## config.mk

```make
export PLATFORM = sky130hd
export DESIGN_NAME = vote_cu_param_flat
export DESIGN_NICKNAME = d
export VERILOG_FILES = /design/src/rtl/vote_pkg.sv /design/src/rtl/vote_cu_param_if.sv /design/src/rtl/vote_winner_scan.sv /design/src/rtl/vote_cu_param.sv /design/src/flat_wrapper.sv
export SDC_FILE = /design/constraint.sdc
export NUM_CORES = 1
export LEC_CHECK = 0
export ABC_AREA = 1
export BUFFER_PORTS_ARGS = -buffer_cell sky130_fd_sc_hd__buf_2
export CELL_PAD_IN_SITES_DETAIL_PLACEMENT = 0
export CELL_PAD_IN_SITES_GLOBAL_PLACEMENT = 1
export CORE_ASPECT_RATIO = 0.6
export CORE_MARGIN = 1.5
export CORE_UTILIZATION = 40
export DETAILED_ROUTE_END_ITERATION = 6
export GPL_TIMING_DRIVEN = 0
export PLACE_DENSITY_LB_ADDON = 0.1
export SKIP_LAST_GASP = 1
export SYNTH_ARGS = -nofsm -noshare
export SYNTH_HDL_FRONTEND = slang
export SYNTH_HIERARCHICAL = 1
export SYNTH_SLANG_ARGS = --single-unit
```

## constraint.sdc

```tcl
create_clock -name clk -period 4.52 [get_ports clk]
set_input_delay 0 -clock clk [delete_from_list [all_inputs] [get_ports clk]]
set_output_delay 0 -clock clk [all_outputs]
set_load 0.02 [all_outputs]
```

## src/rtl/vote_pkg.sv

```systemverilog
// rtl/vote_pkg.sv - shared defaults and FSM state codes for the voting control unit
package vote_pkg;

    localparam int DEF_N_CAND = 15;
    localparam int DEF_CNT_W  = 12;
    localparam int DEF_ID_W   = 4;

    localparam logic [2:0] S_IDLE   = 3'd0;
    localparam logic [2:0] S_ARMED  = 3'd1;
    localparam logic [2:0] S_TOTAL  = 3'd2;
    localparam logic [2:0] S_CLOSED = 3'd3;
    localparam logic [2:0] S_RESULT = 3'd4;
    localparam logic [2:0] S_CLEAR  = 3'd5;

endpackage

```

## src/rtl/vote_cu_param_if.sv

```systemverilog
// rtl/vote_cu_param_if.sv - panel controls and display/status bundle of the voting unit
interface vote_cu_param_if
    import vote_pkg::*;
#(
    parameter int CNT_W = DEF_CNT_W,
    parameter int ID_W  = DEF_ID_W
);
    logic             Close;
    logic             Clear;
    logic             Ballot;
    logic             Total;
    logic             Result;
    logic [ID_W-1:0]  IN;
    logic [CNT_W-1:0] out;
    logic             out_valid;
    logic [ID_W-1:0]  out_idx;
    logic             vote_ack;
    logic             reject;
    logic [ID_W-1:0]  winner;
    logic             tie;
    logic             winner_valid;

    modport master (
        output Close, Clear, Ballot, Total, Result, IN,
        input  out, out_valid, out_idx, vote_ack, reject, winner, tie, winner_valid
    );

    modport slave (
        input  Close, Clear, Ballot, Total, Result, IN,
        output out, out_valid, out_idx, vote_ack, reject, winner, tie, winner_valid
    );
endinterface

```

## src/rtl/vote_winner_scan.sv

```systemverilog
// rtl/vote_winner_scan.sv - sequential max/tie scan over the candidate tallies
module vote_winner_scan
    import vote_pkg::*;
#(
    parameter int N_CAND = DEF_N_CAND,
    parameter int CNT_W  = DEF_CNT_W,
    parameter int ID_W   = DEF_ID_W
) (
    input  logic                         clk,
    input  logic                         rst_n,
    input  logic                         clear_i,
    input  logic                         start_i,
    input  logic [N_CAND-1:0][CNT_W-1:0] cnt_i,
    output logic [ID_W-1:0]              winner_o,
    output logic                         tie_o,
    output logic                         done_o
);
    localparam logic [ID_W-1:0] LAST = ID_W'(N_CAND);
    localparam logic [ID_W-1:0] ONE  = ID_W'(1);

    logic             busy_q, busy_d;
    logic             fin_q, fin_d;
    logic [ID_W-1:0]  idx_q, idx_d;
    logic [CNT_W-1:0] max_q, max_d;
    logic [ID_W-1:0]  best_q, best_d;
    logic             tie_run_q, tie_run_d;
    logic [ID_W-1:0]  winner_q, winner_d;
    logic             tie_q, tie_d;
    logic             done_q, done_d;
    logic [CNT_W-1:0] cur;

    // Tally of the candidate currently under inspection
    always_comb begin
        cur = '0;
        for (int k = 0; k < N_CAND; k++) begin
            if (idx_q == ID_W'(k + 1)) cur = cnt_i[k];
        end
    end

    // One candidate per cycle; strict '>' keeps the lowest code on equal maxima
    always_comb begin
        busy_d    = busy_q;
        fin_d     = 1'b0;
        idx_d     = idx_q;
        max_d     = max_q;
        best_d    = best_q;
        tie_run_d = tie_run_q;
        winner_d  = winner_q;
        tie_d     = tie_q;
        done_d    = done_q;
        if (clear_i) begin
            busy_d    = 1'b0;
            idx_d     = '0;
            max_d     = '0;
            best_d    = '0;
            tie_run_d = 1'b0;
            winner_d  = '0;
            tie_d     = 1'b0;
            done_d    = 1'b0;
        end else if (start_i) begin
            busy_d    = 1'b1;
            idx_d     = ONE;
            max_d     = '0;
            best_d    = '0;
            tie_run_d = 1'b0;
            winner_d  = '0;
            tie_d     = 1'b0;
            done_d    = 1'b0;
        end else if (busy_q) begin
            if (idx_q == ONE || cur > max_q) begin
                max_d     = cur;
                best_d    = idx_q;
                tie_run_d = 1'b0;
            end else if (cur == max_q) begin
                tie_run_d = 1'b1;
            end
            if (idx_q == LAST) begin
                busy_d = 1'b0;
                fin_d  = 1'b1;
            end else begin
                idx_d = idx_q + 1'b1;
            end
        end else if (fin_q) begin
            winner_d = best_q;
            tie_d    = tie_run_q;
            done_d   = 1'b1;
        end
    end

    // Scan state registers; reset abandons any scan in progress
    always_ff @(posedge clk or negedge rst_n) begin
        if (!rst_n) begin
            busy_q    <= 1'b0;
            fin_q     <= 1'b0;
            idx_q     <= '0;
            max_q     <= '0;
            best_q    <= '0;
            tie_run_q <= 1'b0;
            winner_q  <= '0;
            tie_q     <= 1'b0;
            done_q    <= 1'b0;
        end else begin
            busy_q    <= busy_d;
            fin_q     <= fin_d;
            idx_q     <= idx_d;
            max_q     <= max_d;
            best_q    <= best_d;
            tie_run_q <= tie_run_d;
            winner_q  <= winner_d;
            tie_q     <= tie_d;
            done_q    <= done_d;
        end
    end

    assign winner_o = winner_q;
    assign tie_o    = tie_q;
    assign done_o   = done_q;
endmodule

```

## src/rtl/vote_cu_param.sv

```systemverilog
// rtl/vote_cu_param.sv - voting control unit: ballot FSM, tallies, readout and winner
module vote_cu_param
    import vote_pkg::*;
#(
    parameter int N_CAND = DEF_N_CAND,
    parameter int CNT_W  = DEF_CNT_W,
    parameter int ID_W   = DEF_ID_W
) (
    input  logic             clk,
    input  logic             Power_n,
    vote_cu_param_if.slave   bus
);
    localparam logic [ID_W-1:0]  MAX_CODE = ID_W'(N_CAND);
    localparam logic [CNT_W-1:0] CNT_MAX  = {CNT_W{1'b1}};

    logic [2:0]                   state_q, state_d;
    logic                         result_q;
    logic                         lock_q, lock_d;
    logic [N_CAND-1:0][CNT_W-1:0] cnt_q, cnt_d;
    logic [CNT_W-1:0]             total_q, total_d;
    logic [CNT_W-1:0]             out_q, out_d;
    logic                         out_valid_q, out_valid_d;
    logic [ID_W-1:0]              out_idx_q, idx_d;
    logic                         ack_q, ack_d;
    logic                         rej_q, rej_d;
    logic                         accept;
    logic                         result_rise;
    logic                         in_valid;
    logic                         in_over;
    logic                         scan_start;
    logic [CNT_W-1:0]             sel_cnt;

    assign result_rise = bus.Result & ~result_q;
    assign in_valid    = (bus.IN != '0) && (bus.IN <= MAX_CODE);
    assign in_over     = bus.IN > MAX_CODE;
    assign scan_start  = (state_d == S_CLOSED) && (state_q != S_CLOSED);

    // Control FSM; Clear overrides everything, a held Ballot cannot re-arm
    always_comb begin
        state_d = state_q;
        lock_d  = lock_q;
        idx_d   = out_idx_q;
        accept  = 1'b0;
        ack_d   = 1'b0;
        rej_d   = 1'b0;
        if (bus.Clear) begin
            state_d = S_CLEAR;
        end else begin
            case (state_q)
                S_IDLE: begin
                    if (!bus.Ballot) lock_d = 1'b0;
                    if (bus.Close) begin
                        state_d = S_CLOSED;
                    end else if (bus.Ballot && !lock_q) begin
                        state_d = S_ARMED;
                        lock_d  = 1'b1;
                    end else if (bus.Total) begin
                        state_d = S_TOTAL;
                    end
                end
                S_ARMED: begin
                    if (bus.Close) begin
                        state_d = S_CLOSED;
                    end else if (in_valid) begin
                        accept  = 1'b1;
                        ack_d   = 1'b1;
                        state_d = S_IDLE;
                    end else if (in_over) begin
                        rej_d = 1'b1;
                    end
                end
                S_TOTAL: begin
                    if (!bus.Total) state_d = S_IDLE;
                end
                S_CLOSED: begin
                    if (result_rise) begin
                        state_d = S_RESULT;
                        idx_d   = ID_W'(1);
                    end
                end
                S_RESULT: begin
                    if (result_rise) begin
                        idx_d = (out_idx_q == MAX_CODE) ? ID_W'(1) : out_idx_q + 1'b1;
                    end
                end
                S_CLEAR: state_d = S_IDLE;
                default: state_d = S_IDLE;
            endcase
        end
        if (state_d != S_RESULT) idx_d = '0;
    end

    // Saturating tallies and running total
    always_comb begin
        cnt_d   = cnt_q;
        total_d = total_q;
        if (bus.Clear) begin
            cnt_d   = '0;
            total_d = '0;
        end else if (accept) begin
            for (int k = 0; k < N_CAND; k++) begin
                if (bus.IN == ID_W'(k + 1) && cnt_q[k] != CNT_MAX) cnt_d[k] = cnt_q[k] + 1'b1;
            end
            if (total_q != CNT_MAX) total_d = total_q + 1'b1;
        end
    end

    // Display value for the state being entered
    always_comb begin
        sel_cnt = '0;
        for (int k = 0; k < N_CAND; k++) begin
            if (idx_d == ID_W'(k + 1)) sel_cnt = cnt_q[k];
        end
        out_valid_d = (state_d == S_TOTAL) || (state_d == S_RESULT);
        if (state_d == S_TOTAL)       out_d = total_q;
        else if (state_d == S_RESULT) out_d = sel_cnt;
        else                          out_d = '0;
    end

    // State, tallies and registered outputs
    always_ff @(posedge clk or negedge Power_n) begin
        if (!Power_n) begin
            state_q     <= S_IDLE;
            result_q    <= 1'b0;
            lock_q      <= 1'b0;
            cnt_q       <= '0;
            total_q     <= '0;
            out_q       <= '0;
            out_valid_q <= 1'b0;
            out_idx_q   <= '0;
            ack_q       <= 1'b0;
            rej_q       <= 1'b0;
        end else begin
            state_q     <= state_d;
            result_q    <= bus.Result;
            lock_q      <= lock_d;
            cnt_q       <= cnt_d;
            total_q     <= total_d;
            out_q       <= out_d;
            out_valid_q <= out_valid_d;
            out_idx_q   <= idx_d;
            ack_q       <= ack_d;
            rej_q       <= rej_d;
        end
    end

    vote_winner_scan #(
        .N_CAND (N_CAND),
        .CNT_W  (CNT_W),
        .ID_W   (ID_W)
    ) u_scan (
        .clk      (clk),
        .rst_n    (Power_n),
        .clear_i  (bus.Clear),
        .start_i  (scan_start),
        .cnt_i    (cnt_q),
        .winner_o (bus.winner),
        .tie_o    (bus.tie),
        .done_o   (bus.winner_valid)
    );

    assign bus.out       = out_q;
    assign bus.out_valid = out_valid_q;
    assign bus.out_idx   = out_idx_q;
    assign bus.vote_ack  = ack_q;
    assign bus.reject    = rej_q;
endmodule

```

## src/flat_wrapper.sv

```systemverilog
// flat-port wrapper written by rule: the top's interface ports become plain ports
module vote_cu_param_flat import vote_pkg::*;
#(
    parameter int N_CAND = DEF_N_CAND,
    parameter int CNT_W  = DEF_CNT_W,
    parameter int ID_W   = DEF_ID_W
)
  (clk, Power_n, bus_Close, bus_Clear, bus_Ballot, bus_Total, bus_Result, bus_IN, bus_out, bus_out_valid, bus_out_idx, bus_vote_ack, bus_reject, bus_winner, bus_tie, bus_winner_valid);
  vote_cu_param_if #(.CNT_W(CNT_W), .ID_W(ID_W)) bus_i ();
  input  logic clk;
  input  logic Power_n;
  input wire logic [$bits(bus_i.Close)-1:0] bus_Close;
  input wire logic [$bits(bus_i.Clear)-1:0] bus_Clear;
  input wire logic [$bits(bus_i.Ballot)-1:0] bus_Ballot;
  input wire logic [$bits(bus_i.Total)-1:0] bus_Total;
  input wire logic [$bits(bus_i.Result)-1:0] bus_Result;
  input wire logic [$bits(bus_i.IN)-1:0] bus_IN;
  output wire logic [$bits(bus_i.out)-1:0] bus_out;
  output wire logic [$bits(bus_i.out_valid)-1:0] bus_out_valid;
  output wire logic [$bits(bus_i.out_idx)-1:0] bus_out_idx;
  output wire logic [$bits(bus_i.vote_ack)-1:0] bus_vote_ack;
  output wire logic [$bits(bus_i.reject)-1:0] bus_reject;
  output wire logic [$bits(bus_i.winner)-1:0] bus_winner;
  output wire logic [$bits(bus_i.tie)-1:0] bus_tie;
  output wire logic [$bits(bus_i.winner_valid)-1:0] bus_winner_valid;
  assign bus_i.Close = bus_Close;
  assign bus_i.Clear = bus_Clear;
  assign bus_i.Ballot = bus_Ballot;
  assign bus_i.Total = bus_Total;
  assign bus_i.Result = bus_Result;
  assign bus_i.IN = bus_IN;
  assign bus_out = bus_i.out;
  assign bus_out_valid = bus_i.out_valid;
  assign bus_out_idx = bus_i.out_idx;
  assign bus_vote_ack = bus_i.vote_ack;
  assign bus_reject = bus_i.reject;
  assign bus_winner = bus_i.winner;
  assign bus_tie = bus_i.tie;
  assign bus_winner_valid = bus_i.winner_valid;
  vote_cu_param #(.N_CAND(N_CAND), .CNT_W(CNT_W), .ID_W(ID_W)) u_core (.clk(clk), .Power_n(Power_n), .bus(bus_i));
endmodule
```

==> summary.txt <==
Timing
  – Final Cycle Share: a little over nine tenths
  – Setup_tns: 0 ns
  – Final hold viol count: 0
  – Min Tclk post-route: about 4.4 ns
  – Slew at the pin with the worst max-slew slack: between 1 and 1.5 ns
  – Final setup fails: 0
  – Normalized max-slew margin: just under 9%
  – Highest clock rate: between 200 and 250 MHz
  – Pins Over Slew Limit: 0
  – Clock skew: 0.01987 ns

Worst setup path
  – CP endpoint kind: register
  – Critical Path AT: between 4 and 5 ns
  – Crit Path Class: reg -> reg
  – Crit path required time: 4.98 ns
  – Worst-path fanout max: 10
  – Critical path's largest stage delay: 0.43 ns
  – CP most frequent cell: nand2_1
  – Slowest CP cell: dfrtp_1
  – CP startpoint kind: register

Synth
  – Ys async rst share: between 90% and 100%
  – Warnings from Yosys: 6
  – Post-synth EDFFs: 0
  – Synth area leaders: dfrtp_1, nand2_1, inv_1
  – Register area share after synthesis: approximately two fifths
  – Synth unique cells: 57
  – Post-synth top flop: dfrtp_1
  – Cells after Synth: 2,327
  – Synthesized flop and latch total: ~240
  – Cell taking the most area after synthesis: dfrtp_1
  – Syn_nets: around 2,400
  – Cell Area, Synth: about 16,000 µm²
  – Mean Syn Cell Area: about 7 µm²
  – Top-area cell type share of the netlist area: between 30% and 40%

Final layout
  – # nets final: about 2,500
  – Share of layout cells above drive strength 1: about a tenth
  – Most frequent cells in the layout: nand2_1, inv_1, dfrtp_1
  – Final core utilization: between 40% and 50%
  – Commonest non-fill, non-tap cell in the layout: nand2_1
  – Area grow syn2layout: 13.66%

Power
  – Leakage: around 8 nW
  – Peak supply drop: about 230 µV
  – Reported net switching power: between 0.001 and 0.0015 W
  – Reg power frac: 45.9%
  – Comb pwr share: under 10%
  – Sw frac: a little over a quarter
  – P per Cell Area: around 280 nW/µm²
  – P_int: approximately 0.0036 W
  – Clk pwr share: 45.8%

Route
  – Vias per inst: roughly 5.6
  – Initial drt markers: 2,210
  – Routed Antenna Nets: 0
  – Final WL: 64,110 µm
  – Via count: around 17,000
  – Mean routed wirelength per cell: 21.69 µm
  – DRT Pass-1 Iters: 6
  – # DRC: 0

Die
  – DIE WIDTH: around 260 µm
  – Cell row count: 56
  – Total Die Area: between 40,000 and 50,000 µm²
  – Core Region: about 39,000 µm²
  – I/O pin cnt: 36
  – Starting density of the core: approximately two fifths
  – DIE HEIGHT: between 150 and 200 µm

GRT
  – Initial antenna violation count: 2
  – Overflow after GRT: 0
  – GR Util All Layers: 31.30%
  – Largest net degree at the start of global routing: 107
  – First-pass GRT wire length: roughly 94,000 µm
  – Vias in the first global route: about 15,000

Placement
  – I/O Buffers: 34
  – RePlAce Congestion: 0.9935
  – Post-DP HPWL: about 49,000 µm

Clock tree
  – Root Buffer: clkbuf_16
  – Clock slew at reported path FFs: about 0.070 ns
  – H-tree depth: 1
  – CTS max path bufs: 3
  – Clk Latency, worst-skew pair: 0.57 ns
  – Sink Count: around 240
  – TritonCTS Buffers: 27
  – CTS tree: built

Run status
  – Status: completed

Min path
  – Min-Delay Path Class: in -> reg

Job
  – MaxCap Viol Count: 0
-- worst max-delay path: cells and delay by family, from the launching register on --
family | cells | cell delay [ns]
AND/OR/NAND/NOR | 17 | 2.04
buffers and inverters | 5 | 0.65
AO/OA/AOI/OAI | 5 | 0.61
adder cells (fa/ha/maj) | 2 | 0.57
flip-flops | 1 | 0.43
-- Yosys cell counts, types with 3 or more instances --
cell and count:
a211oi_1 12, a21boi_1 10, a21oi_1 165, a221oi_1 3, a31oi_1 5, buf_1 6
buf_2 12, buf_4 4, clkbuf_1 42, clkinv_1 3, dfrtp_1 244, ha_1 33
inv_1 276, inv_2 21, nand2_1 640, nand2_2 12, nand3_1 169, nand4_1 71
nor2_1 238, nor2_2 11, nor2_4 5, nor3_1 94, nor3_2 12, nor3b_1 8
nor4_1 9, o21a_1 5, o21ai_0 127, o21ai_1 11, o22ai_1 5, o31ai_1 6
or2_0 11, or2_1 8, or2_2 16, xor2_1 5
-- worst paths after layout --
path	from	to	slack, ns	depth (start not counted)
min in group asynchronous	Power_n	u_core/cnt_q[9]$_DFFE_PN0P_	0.52	4
worst min register to register	u_core/u_scan/max_q[1]$_DFFE_PN0P_	u_core/u_scan/max_q[1]$_DFFE_PN0P_	0.48	2
max in group asynchronous	Power_n	u_core/bus.out[4]$_DFF_PN0_	2.91	5
worst min-delay path	bus_IN[2]	u_core/cnt_q[73]$_DFFE_PN0P_	0.07	5
worst max-delay path	u_core/u_scan/idx_q[0]$_DFFE_PN0P_	u_core/u_scan/max_q[8]$_DFFE_PN0P_	0.1	29
worst max register to register	u_core/u_scan/idx_q[0]$_DFFE_PN0P_	u_core/u_scan/max_q[8]$_DFFE_PN0P_	0.1	29
-- what timing repair did --
| action | 4_1_cts | 5_1_grt |
|---|---|---|
| cloned | 0 | 1 |
| buffers inserted | 1 | 6 |
| gates resized for setup | 16 | 47 |
| hold buffers | 12 | 0 |
| setup endpoints to repair | 14 | 17 |
| pin swaps | 0 | 12 |
| endpoints found under the hold margin | 159 | 0 |
-- metrics by stage --
stage / power [W] / instance area, µm² / worst slack [ns] / cells / hold WS (ns)
global route: 0.005124 / 17990 / -0.05652 / 2954 / 0.1157
CTS: 0.004984 / 17800 / 0.02626 / 2947 / 0.02850
floorplan: 0.002487 / 15830 / 1.099 / 2327 / -0.2956
finish: 0.004950 / 17990 / 0.09536 / 2955 / 0.06740
global placement: 0.002677 / 16650 / -1.426 / 2883 / 0.1770
detailed placement: 0.002695 / 16750 / -0.4358 / 2886 / -0.07743
-- area by class of cell --
type / count / area [µm²]
Antenna cell: 1 / 2.502
Buffer: 65 / 302.8
Clock buffer: 38 / 767.0
Clock inverter: 10 / 110.1
Fill cell: 4033 / 21030
Inverter: 301 / 1139
Multi-Input combinational cell: 1717 / 8453
Sequential cell: 244 / 6106
Tap cell: 522 / 653.1
Timing Repair Buffer: 57 / 460.4
-- power by group through the flow --
stage | logic [W] | registers, W | clock network (W)
detailed placement | 0.000384 | 0.00231 | 0
floorplan | 0.000188 | 0.00230 | 0
CTS | 0.000401 | 0.00227 | 0.00231
global route | 0.000452 | 0.00228 | 0.00240
global placement | 0.000368 | 0.00231 | 0
finish | 0.000411 | 0.00227 | 0.00227
-- routing by layer --
| layer | GRT usage [%] | part of all wire [%] |
|---|---|---|
| met5 | 0 | 0.045 |
| met4 | 5.094 | 1.6 |
| met3 | 11.26 | 13 |
| met2 | 38.83 | 36 |
| met1 | 50.10 | 49 |
-- flip-flops by register name (all words and copies together) (netlist names), 3 cells and up --
name                    flops
u_core/u_scan/winner_o      4
u_core/cnt_q              180
u_core/bus.out             12
u_core/bus.out_idx          4
u_core/u_scan/best_q        4
u_core/state_q              3
u_core/u_scan/max_q        12
u_core/u_scan/idx_q         4
u_core/total_q             12
-- kinds of logic after synthesis --
family,count (synthesis),synth area share [%]
AOI/OAI and AO/OA,365,12.71
and+or+nand+nor,1311,36.77
adders and majority gates,33,2.608
xor gates and xnor gates,7,0.3873
buffers and inverters,366,8.931
DFF,244,38.57
other,1,0.02369
Note: power is estimated with default switching activity, not from simulation.
